File: config.mk
export PLATFORM = sky130hd
export DESIGN_NAME = fifo_stream_reader
export DESIGN_NICKNAME = d
export VERILOG_FILES = /design/src/rtl/fifo_stream_pkg.sv /design/src/rtl/stream_buf2.sv /design/src/rtl/fifo_stream_reader.sv
export SDC_FILE = /design/constraint.sdc
export NUM_CORES = 1
export LEC_CHECK = 0
export BUFFER_PORTS_ARGS = -buffer_cell sky130_fd_sc_hd__buf_2
export CORE_MARGIN = 1
export CORE_UTILIZATION = 40
export CTS_CLUSTER_SIZE = 40
export DETAILED_ROUTE_END_ITERATION = 10
export MAX_ROUTING_LAYER = met4
export PLACE_DENSITY_LB_ADDON = 0.25
export RECOVER_POWER = 50
export SKIP_LAST_GASP = 1
export SLEW_MARGIN = 40
export SYNTH_ARGS = -nofsm -noshare
export SYNTH_HDL_FRONTEND = slang
export SYNTH_SLANG_ARGS = --single-unit
File: constraint.sdc
create_clock -name clk_i -period 2.4 [get_ports clk_i]
set_input_delay 0.48 -clock clk_i [delete_from_list [all_inputs] [get_ports clk_i]]
set_output_delay 0.48 -clock clk_i [all_outputs]
set_load 0.05 [all_outputs]
File: src/rtl/fifo_stream_pkg.sv
// Shared types for the FIFO-to-stream reader: burst framing states and buffer depth.
package fifo_stream_pkg;

    typedef enum logic [0:0] {
        BS_IDLE  = 1'b0,
        BS_BURST = 1'b1
    } burst_state_e;

    localparam int BUF_DEPTH = 2;

endpackage

File: src/rtl/stream_buf2.sv
// Two-entry in-order word buffer; head is registered. Write and pop may coincide.
// Latency: write visible at head next cycle when empty. Clear overrides write and pop.
module stream_buf2
    import fifo_stream_pkg::*;
#(
    parameter int DW = 32
) (
    input  logic          clk,
    input  logic          rst_n,
    input  logic          wr,
    input  logic [DW-1:0] wr_data,
    input  logic          pop,
    input  logic          clr,
    output logic [1:0]    count,
    output logic [1:0]    count_next,
    output logic          vld,
    output logic [DW-1:0] head
);

    logic [DW-1:0] tail;

    always_comb begin
        count_next = count;
        if (clr) begin
            count_next = 2'd0;
        end else if (wr && !pop) begin
            count_next = count + 2'd1;
        end else if (pop && !wr) begin
            count_next = count - 2'd1;
        end
    end

    always_ff @(posedge clk or negedge rst_n) begin
        if (!rst_n) begin
            count <= 2'd0;
            vld   <= 1'b0;
            head  <= '0;
            tail  <= '0;
        end else begin
            count <= count_next;
            vld   <= (count_next != 2'd0);
            if (!clr) begin
                if (pop) begin
                    if (count == 2'(BUF_DEPTH)) begin
                        head <= tail;
                        if (wr) tail <= wr_data;
                    end else if (wr) begin
                        head <= wr_data;
                    end
                end else if (wr) begin
                    if (count == 2'd0) head <= wr_data;
                    else               tail <= wr_data;
                end
            end
        end
    end

endmodule

File: src/rtl/fifo_stream_reader.sv
// Drains a fifo_sync read port into a valid/ready stream with burst framing (m_last_o).
// Latency: pop to m_valid_o is 1 + SYNC_RD cycles. Backpressure: pops stop once stored + inflight reaches 2.
module fifo_stream_reader
    import fifo_stream_pkg::*;
#(
    parameter int DW      = 32,
    parameter int SYNC_RD = 1,
    parameter int LW      = 4
) (
    input  logic          clk_i,
    input  logic          reset_ni,
    input  logic          fifo_empty_i,
    input  logic [DW-1:0] fifo_data_i,
    output logic          fifo_rd_o,
    input  logic          flush_i,
    input  logic [LW-1:0] burst_len_i,
    output logic          m_valid_o,
    input  logic          m_ready_i,
    output logic [DW-1:0] m_data_o,
    output logic          m_last_o,
    output logic          busy_o
);

    logic          handshake;
    logic [1:0]    stored;
    logic [1:0]    stored_nxt;
    logic [2:0]    occupancy;
    logic          capture;
    logic          inflight_q;
    logic          inflight_nxt;
    logic          discard_q;
    logic          discard_nxt;
    logic          last_raw;
    burst_state_e  state_q;
    burst_state_e  state_nxt;
    logic [LW-1:0] cnt_q;
    logic [LW-1:0] cnt_nxt;
    logic [LW-1:0] len_q;
    logic [LW-1:0] len_nxt;

    assign handshake = m_valid_o & m_ready_i;

    // m_ready_i feeds the pop decision combinationally so a full buffer still pops while draining.
    assign occupancy = {1'b0, stored} + {2'b00, inflight_q} - {2'b00, handshake};
    assign fifo_rd_o = ~fifo_empty_i & ~flush_i & reset_ni & (occupancy < 3'(BUF_DEPTH));

    assign capture      = (SYNC_RD != 0) ? (inflight_q & ~discard_q) : fifo_rd_o;
    assign inflight_nxt = (SYNC_RD != 0) & fifo_rd_o;
    assign discard_nxt  = flush_i & inflight_q;

    stream_buf2 #(
        .DW (DW)
    ) u_buf (
        .clk        (clk_i),
        .rst_n      (reset_ni),
        .wr         (capture),
        .wr_data    (fifo_data_i),
        .pop        (handshake),
        .clr        (flush_i),
        .count      (stored),
        .count_next (stored_nxt),
        .vld        (m_valid_o),
        .head       (m_data_o)
    );

    always_comb begin
        last_raw = (state_q == BS_IDLE) ? (burst_len_i == '0) : (cnt_q == len_q);
        m_last_o = m_valid_o & last_raw;
    end

    always_comb begin
        state_nxt = state_q;
        cnt_nxt   = cnt_q;
        len_nxt   = len_q;
        if (flush_i) begin
            state_nxt = BS_IDLE;
            cnt_nxt   = '0;
        end else if (handshake) begin
            if (state_q == BS_IDLE) begin
                if (burst_len_i != '0) begin
                    state_nxt = BS_BURST;
                    len_nxt   = burst_len_i;
                    cnt_nxt   = LW'(1);
                end
            end else if (m_last_o) begin
                state_nxt = BS_IDLE;
                cnt_nxt   = '0;
            end else begin
                cnt_nxt = cnt_q + LW'(1);
            end
        end
    end

    always_ff @(posedge clk_i or negedge reset_ni) begin
        if (!reset_ni) begin
            state_q    <= BS_IDLE;
            cnt_q      <= '0;
            len_q      <= '0;
            inflight_q <= 1'b0;
            discard_q  <= 1'b0;
            busy_o     <= 1'b0;
        end else begin
            state_q    <= state_nxt;
            cnt_q      <= cnt_nxt;
            len_q      <= len_nxt;
            inflight_q <= inflight_nxt;
            discard_q  <= discard_nxt;
            busy_o     <= (stored_nxt != 2'd0) | inflight_nxt | discard_nxt | (state_nxt == BS_BURST);
        end
    end

endmodule

After elaboration in Yosys (flattened, before gate mapping)
Index checks and enable logic that the tools add are counted.
{ "totals": {"wordCells": 75, "register_bits": 79, "output_inout_bits": 36} }
{ "op_classes": {"n_bitwise": 14, "add_sub_neg": 5, "n_reduce_logical": 17, "eq_ne": 5, "n_lt_le_gt_ge": 1, "mux": 23} }
{ "ops": {"columns": ["op", "count"], "rows": [
  ["$mux 32", 9],
  ["$mux 4", 5],
  ["$reduce_bool 2->1", 5],
  ["$reduce_and 4->1", 2],
  ["$and 1x1->1", 7],
  ["$mux 1", 6],
  ["$mux 2", 3],
  ["$reduce_and 5->1", 1],
  ["$add 4x1->4 const B", 1],
  ["$eq 4x4->1", 1],
  ["$logic_not 4->1", 1],
  ["$ne 2x1->1 const B", 2],
  ["$not 1->1", 4],
  ["$reduce_bool 4->1", 1],
  ["$add 2x1->3", 1],
  ["$lt 3x2->1 const B", 1],
  ["$or 1x1->1", 3],
  ["$reduce_bool 3->1", 1],
  ["$sub 3x1->3", 1],
  ["$add 2x1->2 const B", 1],
  ["$eq 2x2->1 const B", 1],
  ["$logic_and 1x1->1", 2],
  ["$logic_not 1->1", 2],
  ["$logic_not 2->1", 1],
  ["other kinds (3)", 3]
]} }

Longest topological paths before layout
{ "depth": {"depth_word": 11, "mapped_depth": 8} }

Modules after synthesis
Synthesis repeated with hierarchy kept, for this count alone.
{ "unflattened": {"hier_cells": 267, "hier_area_um2": 3709.8} }
{ "by_module_without_submodules": {"columns": ["module", "seq_area_each_um2", "instances", "area_each_um2", "cells_each"], "rows": [
  ["stream_buf2", 1676.6, 1, 2995.4, 195],
  ["fifo_stream_reader", 300.3, 1, 714.4, 72]
]} }

Least setup slack after synthesis
OpenSTA, ideal clock, no wires.
{ "synth_path": {"kind": "reg-to-output", "start": "reg u_buf.vld", "end": "out fifo_rd_o", "n_path_buf": 1, "path_stages_with_launch": 8, "setup_slack_ps": -1483, "t_arrival_ps": 3403, "cell_sequence": "dfrtp_1 > and2_1 > buf_2 > xnor2_1 > nand2_1 > fa_1 > nand2_1 > nor4_1"} }
{ "synth_via": {"elab_chain_cells": 4} }
{ "synth_rtl": {"columns": ["item", "line", "rtl"], "rows": [
  ["start, declared", "stream_buf2.sv:16", "output logic vld,"],
  ["start signal, assigned", "stream_buf2.sv:41", "vld <= (count_next != 2'd0);"],
  ["$and 1x1->1", "fifo_stream_reader.sv:41", "assign handshake = m_valid_o & m_ready_i;"],
  ["$sub 3x1->3", "fifo_stream_reader.sv:44", "assign occupancy = {1'b0, stored} + {2'b00, inflight_q} - {2'b00, handshake};"],
  ["$lt 3x2->1", "fifo_stream_reader.sv:45", "assign fifo_rd_o = ~fifo_empty_i & ~flush_i & reset_ni & (occupancy < 3'(BUF_DEPTH));"],
  ["$and 1x1->1", "fifo_stream_reader.sv:45", null],
  ["end, declared", "fifo_stream_reader.sv:14", "output logic fifo_rd_o,"]
]} }
Every way passes these cells.

Worst setup path in the final report
Ends and elaborated chain as after synthesis.

==> impl_metrics.env <==
export IMPL_yosys_top_cells_count="mux2_2, dfrtp_1, nand2_1"
export IMPL_die_w_um=97.77
export IMPL_grt_ovfl_total=0
export IMPL_grt_pass1_wl_um=12720
export IMPL_gp_congestion=0.7751
export IMPL_max_slew_worst_pin_slew_ns=0.8277
export IMPL_drive_gt1_frac=0.5583
export IMPL_placed_cells=450
export IMPL_violations="design-rule violations, negative setup slack"
export IMPL_clkSinkCount=79
export IMPL_dr_wl_met2_um=3499
export IMPL_cts_buffer_depth=2
export IMPL_drt_initial_drc_count=61
export IMPL_routed_wl_um=7385
export IMPL_hold_class="input pin to async pin"
export IMPL_finalCriticalPeriod_ns=2.643
export IMPL_critPathMaxStageDelay_ns=0.51
export IMPL_synth_edf_count=0
export IMPL_rsz0062_at_grt="yes"
export IMPL_crit_chain="and2_4, xnor2_2, nand2_1, fa_1, nand2_2, nor4_4, buf_6"
export IMPL_core_mm2=0.008806
export IMPL_power_density_mw_per_mm2=1249
export IMPL_yosys_most_used_dff="dfrtp_1"
export IMPL_grt_max_degree=45
export IMPL_async_flop_share=1.000
export IMPL_fin_crit_sh=1.101
export IMPL_drc=6
export IMPL_nets=400
export IMPL_num_fill_cells=789
export IMPL_worstPathMaxFanout=2
export IMPL_syn_avg_cell_area_um2=13.79
export IMPL_top_layer_used="met4"
export IMPL_ioPinCount=77
export IMPL_fin_cells=468
export IMPL_slowest_stage="fa_1"
export IMPL_dp_slack_ns=-0.2425
export IMPL_startpoint_type="register"
export IMPL_critPathRequiredTime_ns=1.92
export IMPL_synth_top_area_cell="dfrtp_1"
export IMPL_wire_per_inst_um=15.78
export IMPL_setup_viol=2
export IMPL_ant_nets=0
export IMPL_port_buffers=76
export IMPL_clock_latency_ns=0.35
export IMPL_cts_tree="built"
export IMPL_root_buffer="clkbuf_8"
export IMPL_area_delta_synth_final_pct=22.00
export IMPL_synth_seq_cells=79
export IMPL_synth_most_common_cell="mux2_2"
export IMPL_path_class="register to primary output"
export IMPL_seq_area_frac_synth=0.5389
export IMPL_synthCells=266
export IMPL_antenna_cells=0
export IMPL_syn_nets=311
export IMPL_num_rows=34
export IMPL_ir_worst_vdd_v=0.0007532
export IMPL_path_clk_slew_ns=0.09
export IMPL_slew_headroom=0.4431
export IMPL_dr_wl_met3_um=373
export IMPL_synth_distinct_cells=38
export IMPL_cp_arrival_ns=2.16
export IMPL_drv_cap=0
export IMPL_vias=2428
export IMPL_cts_inserted_buffers=9
export IMPL_ys_warn_count=0
export IMPL_yosysTopAreaCellShare=0.5389
export IMPL_wl_met1_um=3410
export IMPL_die_area_mm2=0.009558
export IMPL_yosys_top_cells_area="dfrtp_1, mux2_2, xor2_1, ha_1, nand2_1"
export IMPL_antenna_found_initial=0
export IMPL_syn_cell_area_mm2=0.003669
export IMPL_outcome="complete, but fails checks"
export IMPL_setup_ws_ns=-0.2426
export IMPL_finalHoldViolCount=0
export IMPL_fmax_ghz=0.3784
export IMPL_cts_max_level=3
export IMPL_grt_pass1_vias=2618
export IMPL_crit_family="simple AND/OR/NAND/NOR gates"
export IMPL_slew_viol_final=0
export IMPL_grt_usage=0.1751
export IMPL_vias_per_cell=5.188
export IMPL_worst_path_buf_inv=1
export IMPL_place_hpwl_um=4976
export IMPL_firstDrtPassIters=7
export IMPL_die_h_um=97.77
export IMPL_fin_skew_ns=0.01354
export IMPL_leakage_uw=0.002099
export IMPL_endpoint_kind="primary output"
export IMPL_start_util=0.4166
## worst reg2reg max path, cell delays in order, from the launching register on
cell	delay [ns]
dfrtp_2	0.40
and2_4	0.15
xnor2_2	0.16
nand2_1	0.10
fa_1	0.38
xor2_1	0.26
nor4_4	0.06
buf_4	0.14
or4_1	0.50
## registers in the layout (all words and copies together), names as in the netlist, 2 cells and up
name         cells
len_q            4
u_buf.tail      32
u_buf.head      32
u_buf.count      2
cnt_q            4
## final timing paths
kind	slack, ns	cells after the start	end	start
setup / recovery	-0.24	7	fifo_rd_o	u_buf.vld
min in group clk_i	0.36	2	u_buf.tail[22]	fifo_data_i[22]
setup reg to reg	0.13	8	busy_o	u_buf.vld
hold / removal	0.23	2	u_buf.head[10]	reset_ni
max in group asynchronous	1.72	2	u_buf.tail[9]	reset_ni
hold reg to reg	0.49	1	u_buf.tail[21]	u_buf.tail[21]
## cells by family (layout without fill, tap and decap cells)
logic type,Yosys count,in the layout,synth area share
multiplexers,97,97,0.2977
flip-flops,79,79,0.5389
AND/OR/NAND/NOR,33,33,0.05253
AO/OA/AOI/OAI,27,27,0.05185
buffers and inverters,19,113,0.02660
XOR/XNOR,7,7,0.01671
adder cells (fa/ha/maj),4,4,0.01569
## through the flow
step | util | TNS, ns | cell area, µm² | hold WS, ns | power, µW
after floorplan | - | -0.6229 | 3706 | 0.1844 | 4049
after global placement | 0.4858 | -0.2014 | 4278 | 0.3000 | 4614
after detailed placement | 0.4858 | -0.3466 | 4278 | 0.3012 | 4676
after CTS | 0.5101 | -0.2751 | 4492 | 0.2308 | 5711
after global routing | 0.5082 | -0.7071 | 4476 | 0.2498 | 5905
final | 0.5082 | -0.4637 | 4476 | 0.2306 | 5590
## cells in the final DEF (no fill, tap or decap), types with 2 or more instances in the layout
master | synthesis | layout
or2_2 | 2 | 2
a22o_1 | 3 | 3
a211o_1 | 2 | 2
xor2_1 | 5 | 5
dfrtp_2 | 0 | 2
nor2_1 | 6 | 6
nand3_2 | 0 | 2
o211ai_1 | 3 | 3
a21oi_1 | 6 | 5
a211oi_1 | 2 | 2
clkbuf_1 | 4 | 14
mux2_1 | 3 | 3
mux2_2 | 94 | 94
clkinv_2 | 0 | 2
buf_2 | 6 | 60
clkbuf_8 | 0 | 10
ha_1 | 3 | 3
o311ai_0 | 2 | 2
dfrtp_1 | 79 | 77
buf_6 | 1 | 2
buf_4 | 3 | 15
nand2_1 | 10 | 9
o21ai_0 | 4 | 4
inv_1 | 5 | 5
## what timing repair did
item | CTS | global route
hold endpoints to repair | 2 | 0
pin swaps | 1 | 1
setup endpoints to repair | 1 | 2
resized for setup | 2 | 4
cloned | 0 | 0
setup buffers | 0 | 1
hold buffers | 1 | 0
## per-layer routing
metal | global-route usage | vias up
met4 | 0.06993 | 0
li1 | - | 1137
met2 | 0.2750 | 55
met5 | - | -
met1 | 0.2184 | 1226
met3 | 0.04295 | 10
## power breakdown
part           internal, µW  switching [µW]  total (µW)
clock                   510             495        1010
combinational           839            1570        2410
sequential             1890             285        2180
total                  3240            2350        5590
## final cells by class
type / count / area (µm²) / share of cell area
flip-flops and latches: 79 / 1979 / 0.4423
clock inverters: 5 / 56.30 / 0.01258
multi-input cells: 168 / 1630 / 0.3643
inverters: 5 / 18.77 / 0.004193
well taps: 108 / 135.1 / 0.03019
repair buffers: 92 / 514.2 / 0.1149
clock buffers: 11 / 141.4 / 0.03159
No activity file was read; power rests on OpenSTA's default activity.
